`src/rtl/pipe_stage_reg.sv`:
```
// pipe_stage_reg: generic inter-stage pipeline register with valid/ready flow
// control. It has a 2-entry skid buffer (main entry M plus spill entry S),
// a synchronous flush, and bubble gating of the control enables.
// in_ready comes straight from a flop, so there is no combinational path
// from out_ready to in_ready.
// Optional feature macro: PIPE_STAGE_STALL_CNT_EN adds a saturating stall
// counter output (stall_cnt). rst clears it; flush does not.
module pipe_stage_reg #(
    parameter int CTRL_W = 3,
    parameter int DATA_W = 64,
    parameter int DEST_W = 5,
    parameter int CNT_W  = 16
) (
    input  logic              clk,
    input  logic              rst,
    input  logic              flush,
    input  logic              in_valid,
    output logic              in_ready,
    input  logic [CTRL_W-1:0] in_ctrl,
    input  logic [DATA_W-1:0] in_data,
    input  logic [DEST_W-1:0] in_dest,
    output logic              out_valid,
    input  logic              out_ready,
    output logic [CTRL_W-1:0] out_ctrl,
    output logic [DATA_W-1:0] out_data,
    output logic [DEST_W-1:0] out_dest,
`ifdef PIPE_STAGE_STALL_CNT_EN
    output logic [CNT_W-1:0]  stall_cnt,
`endif
    output logic [1:0]        occupancy
);

    // Main entry (drives the outputs) and skid entry (one spill slot).
    logic              m_valid_r, s_valid_r;
    logic [CTRL_W-1:0] m_ctrl_r,  s_ctrl_r;
    logic [DATA_W-1:0] m_data_r,  s_data_r;
    logic [DEST_W-1:0] m_dest_r,  s_dest_r;

    // Output-side registers, computed from next-state values.
    logic              in_ready_r;
    logic [CTRL_W-1:0] out_ctrl_r;
    logic [1:0]        occupancy_r;

    // Next-state values.
    logic              accept_s;
    logic              m_free_s;
    logic              m_valid_nxt_s, s_valid_nxt_s;
    logic [CTRL_W-1:0] m_ctrl_nxt_s,  s_ctrl_nxt_s;
    logic [DATA_W-1:0] m_data_nxt_s,  s_data_nxt_s;
    logic [DEST_W-1:0] m_dest_nxt_s,  s_dest_nxt_s;

    assign accept_s = in_valid & in_ready_r;
    // M can take a new entry this edge if it is empty or being consumed.
    assign m_free_s = ~m_valid_r | out_ready;

    // Next-state selection for both entries; flush wins over everything.
    always_comb begin
        m_valid_nxt_s = m_valid_r;
        m_ctrl_nxt_s  = m_ctrl_r;
        m_data_nxt_s  = m_data_r;
        m_dest_nxt_s  = m_dest_r;
        s_valid_nxt_s = s_valid_r;
        s_ctrl_nxt_s  = s_ctrl_r;
        s_data_nxt_s  = s_data_r;
        s_dest_nxt_s  = s_dest_r;
        if (flush) begin
            // Fields are left stale on purpose; only the valid bits matter.
            m_valid_nxt_s = 1'b0;
            s_valid_nxt_s = 1'b0;
        end else if (m_free_s) begin
            if (s_valid_r) begin
                // Drain the spill entry first to keep FIFO order. in_ready
                // is low here, so no accept can collide with this move.
                m_valid_nxt_s = 1'b1;
                m_ctrl_nxt_s  = s_ctrl_r;
                m_data_nxt_s  = s_data_r;
                m_dest_nxt_s  = s_dest_r;
                s_valid_nxt_s = 1'b0;
            end else if (accept_s) begin
                m_valid_nxt_s = 1'b1;
                m_ctrl_nxt_s  = in_ctrl;
                m_data_nxt_s  = in_data;
                m_dest_nxt_s  = in_dest;
            end else begin
                m_valid_nxt_s = 1'b0;
            end
        end else if (accept_s) begin
            // M is stalled: the incoming entry spills into S.
            s_valid_nxt_s = 1'b1;
            s_ctrl_nxt_s  = in_ctrl;
            s_data_nxt_s  = in_data;
            s_dest_nxt_s  = in_dest;
        end else begin
            s_valid_nxt_s = s_valid_r;
        end
    end

    // Entry storage and registered outputs, cleared asynchronously by rst.
    always_ff @(posedge clk or posedge rst) begin
        if (rst) begin
            m_valid_r   <= 1'b0;
            m_ctrl_r    <= {CTRL_W{1'b0}};
            m_data_r    <= {DATA_W{1'b0}};
            m_dest_r    <= {DEST_W{1'b0}};
            s_valid_r   <= 1'b0;
            s_ctrl_r    <= {CTRL_W{1'b0}};
            s_data_r    <= {DATA_W{1'b0}};
            s_dest_r    <= {DEST_W{1'b0}};
            in_ready_r  <= 1'b1;
            out_ctrl_r  <= {CTRL_W{1'b0}};
            occupancy_r <= 2'd0;
        end else begin
            m_valid_r   <= m_valid_nxt_s;
            m_ctrl_r    <= m_ctrl_nxt_s;
            m_data_r    <= m_data_nxt_s;
            m_dest_r    <= m_dest_nxt_s;
            s_valid_r   <= s_valid_nxt_s;
            s_ctrl_r    <= s_ctrl_nxt_s;
            s_data_r    <= s_data_nxt_s;
            s_dest_r    <= s_dest_nxt_s;
            in_ready_r  <= ~s_valid_nxt_s;
            // A bubble never shows enables, even though stale fields remain.
            out_ctrl_r  <= m_valid_nxt_s ? m_ctrl_nxt_s : {CTRL_W{1'b0}};
            occupancy_r <= {1'b0, m_valid_nxt_s} + {1'b0, s_valid_nxt_s};
        end
    end

`ifdef PIPE_STAGE_STALL_CNT_EN
    logic [CNT_W-1:0] stall_cnt_r;

    // Count edges where the main entry is valid but blocked; saturate; flush does not clear.
    always_ff @(posedge clk or posedge rst) begin
        if (rst) begin
            stall_cnt_r <= {CNT_W{1'b0}};
        end else if (m_valid_r && !out_ready && (stall_cnt_r != {CNT_W{1'b1}})) begin
            stall_cnt_r <= stall_cnt_r + {{(CNT_W-1){1'b0}}, 1'b1};
        end else begin
            stall_cnt_r <= stall_cnt_r;
        end
    end

    assign stall_cnt = stall_cnt_r;
`endif

    assign in_ready  = in_ready_r;
    assign out_valid = m_valid_r;
    assign out_ctrl  = out_ctrl_r;
    assign out_data  = m_data_r;
    assign out_dest  = m_dest_r;
    assign occupancy = occupancy_r;

endmodule

```
`config.mk`:
```
export PLATFORM = sky130hd
export DESIGN_NAME = pipe_stage_reg
export DESIGN_NICKNAME = d
export VERILOG_FILES = /design/src/rtl/pipe_stage_reg.sv
export SDC_FILE = /design/constraint.sdc
export NUM_CORES = 1
export LEC_CHECK = 0
export CAP_MARGIN = 40
export CORE_MARGIN = 5
export CORE_UTILIZATION = 50
export DETAILED_ROUTE_END_ITERATION = 8
export GPL_ROUTABILITY_DRIVEN = 1
export PLACE_DENSITY_LB_ADDON = 0.25
export SYNTH_ARGS = -nofsm -noshare
export SYNTH_HDL_FRONTEND = slang
export SYNTH_SLANG_ARGS = --single-unit
```
`constraint.sdc`:
```
create_clock -name clk -period 6.3 [get_ports clk]
set_input_delay 0.945 -clock clk [delete_from_list [all_inputs] [get_ports clk]]
set_output_delay 0.945 -clock clk [all_outputs]
set_load 0.05 [all_outputs]
```
==> results.md <==
- Outcome: complete, no violations
- Slowest cell delay on critical path: 610 ps
- RD Place Congestion: 0.792
- Max-slew headroom: 44.6%
- Antenna violations before repair: 0
- Clock Sinks: 152
- Post-CTS Setup Inserts: 0
- Synth area leader: dfrtp_1
- Core Box Area: 12700 um^2
- CP max stage cell: clkdlybuf4s50_1
- Vias per cell: 5.72
- Library cells used by synthesis: 24
- Die Y: 124 um
- Die Width: 124 um
- Critical path fanouts, max: 39
- Worst Path Buf+Inv: 3
- Vias in the first global route: 4958
- Root buffer cell: clkbuf_16
- Latest clock arrival within the worst-skew pair: 410 ps
- Fin Setup TNS: 0 ps
- Post-DP HPWL: 10200 um
- Port Buffers: 152
- Yosys reg bits: 152
- Largest net degree at the start of global routing: 81
- Leakage: 3.45 nW
- Initial detailed-routing violation count: 444
- Final WL: 15700 um
- Arrival @ worst endpoint: 3210 ps
- First-pass GRT wire length: 25500 um
- Top cell type's share of synthesized area: 57.9%
- Drt drc: 0
- Hold/Removal Path Class: flip-flop to flip-flop
- Area Overhead vs Synth: 34.3%
- Final setup viols: 0
- Critical Path Start Type: input port
- Setup WS pre-CTS: 3040 ps
- Leading post-synthesis cells by cell area: dfrtp_1, mux2_2, mux2i_1
- Peak Freq: 0.347 GHz
- Cell Rows: 41
- Clock buffer count from CTS: 17
- Clock transition at path regs: 60 ps
- CTS-repair resized insts: 0
- Register area share after synthesis: 58.3%
- Kind of critical path: input port to flip-flop
- Commonest non-fill, non-tap cells in the layout: clkdlybuf4s50_1, dfrtp_1, a31oi_1
- Final Power: 3.15 mW
- ANT nets after route: 0
- Final hold viol count: 0
- Die area: 15400 um^2
- Mean Syn Cell Area: 12.9 um^2
- Max Buffers Root-to-Sink: 2
- Net Count, Synth: 584
- Worst hold margin: 488 ps
- Diodes inserted: 0
- Nets: 720
- Post-synthesis cell area: 6520 um^2
- H-tree depth: 4
- Max-slew violation count: 0
- Skew final: 5.09 ps
- Max-cap violations: 0
- GRT Total Usage: 20.4%
- DRT Pass-1 Iters: 4
- Worst-Margin Slew: 831 ps
- Min Tclk post-route: 2880 ps
- Setup crit end kind: flip-flop
- Grt ovf: 0
- Starting Density: 51.3%
- Power Density: 359 nW/um^2
- Commonest non-fill, non-tap cell in the layout: clkdlybuf4s50_1
- Final period utilization: 45.8%
- Average wire per standard cell: 19.0 um
- CTS tree: done
- Share of layout cells above drive strength 1: 17.5%
- RSZ-0062 raised after global routing: no
- Worst-path cell chain: clkdlybuf4s50_1, inv_2, buf_4, o21ai_0, nor3_1
- Syn. warnings: 0
- I/O pin total: 153
- Maximum VDD drop: 0.000172 V
- Post-Syn Instances: 507
- Final WS setup: 3420 ps
- Delay-heaviest family, CP: buffers and inverters
- Routed via count: 4737
- Hold buffers post-CTS: 0
- Crit path required time: 6620 ps
synthesized netlist by cell type, drive strengths merged:
| library cell | number |
|---|---|
| a21o | 1 |
| a21oi | 70 |
| a31oi | 72 |
| buf | 27 |
| clkbuf | 19 |
| dfrtp | 151 |
| dfstp | 1 |
| inv | 4 |
| mux2 | 75 |
| mux2i | 69 |
| nand2 | 1 |
| nand2b | 1 |
| nor2 | 4 |
| nor2b | 1 |
| nor3 | 7 |
| nor4 | 3 |
| o21ai | 1 |
kinds of logic (layout without fill, tap and decap cells):
logic type / count (synthesis) / after routing / share of synthesized area, %
buffers and inverters: 50 / 199 / 4.12
AOI/OAI and AO/OA: 144 / 144 / 12.5
muxes: 144 / 144 / 23.5
DFF: 152 / 152 / 58.3
and+or+nand+nor: 17 / 17 / 1.55
final cells by class:
type                            count  area (um^2)
Tap cell                          172          215
Inverter                            4         20.0
Timing Repair Buffer              163         1640
Sequential cell                   152         3810
Multi-Input combinational cell    305         2460
Fill cell                         964         3960
Clock inverter                      7         87.6
Clock buffer                       25          526
metrics by stage:
step	cells	cell area, um^2	util (%)
floorplan	507	6520	-
global placement	794	8090	63.6
detailed placement	796	8150	64.0
CTS	828	8760	68.9
global route	828	8760	68.9
finish	828	8760	68.9
metal layers:
metal / track usage (%) / wire [um]
met2: 32.5 / 7750
met5: 0 / 0
met1: 25.8 / 6570
met3: 5.70 / 954
met4: 9.35 / 433
state kept, by name, summed over array words and instances (netlist names):
name	cells
s_dest_r	5
out_valid	1
s_ctrl_r	3
s_valid_r	1
occupancy	2
out_data	64
out_ctrl	3
in_ready	1
m_ctrl_r	3
out_dest	5
s_data_r	64
power breakdown:
part           leakage, nW  internal (mW)  switching, mW
sequential            1.78           1.18          0.114
clock                0.305          0.655          0.374
combinational         1.37          0.331          0.489
total                 3.45           2.17          0.978
path summary, 6_finish.rpt:
path / startpoint / endpoint / slack, ps / cells past startpoint
max in group asynchronous: rst / out_data[61]$_DFFE_PP0P_ / 4150 / 4
min in group asynchronous: rst / s_data_r[12]$_DFFE_PP0P_ / 870 / 2
worst min register to register: s_data_r[17]$_DFFE_PP0P_ / s_data_r[17]$_DFFE_PP0P_ / 490 / 1
worst min-delay path: s_data_r[17]$_DFFE_PP0P_ / s_data_r[17]$_DFFE_PP0P_ / 490 / 1
worst max register to register: s_valid_r$_DFF_PP0_ / out_ctrl[2]$_DFF_PP0_ / 3970 / 4
worst max-delay path: flush / out_ctrl[2]$_DFF_PP0_ / 3420 / 5
Note: power is estimated with default switching activity, not from simulation.
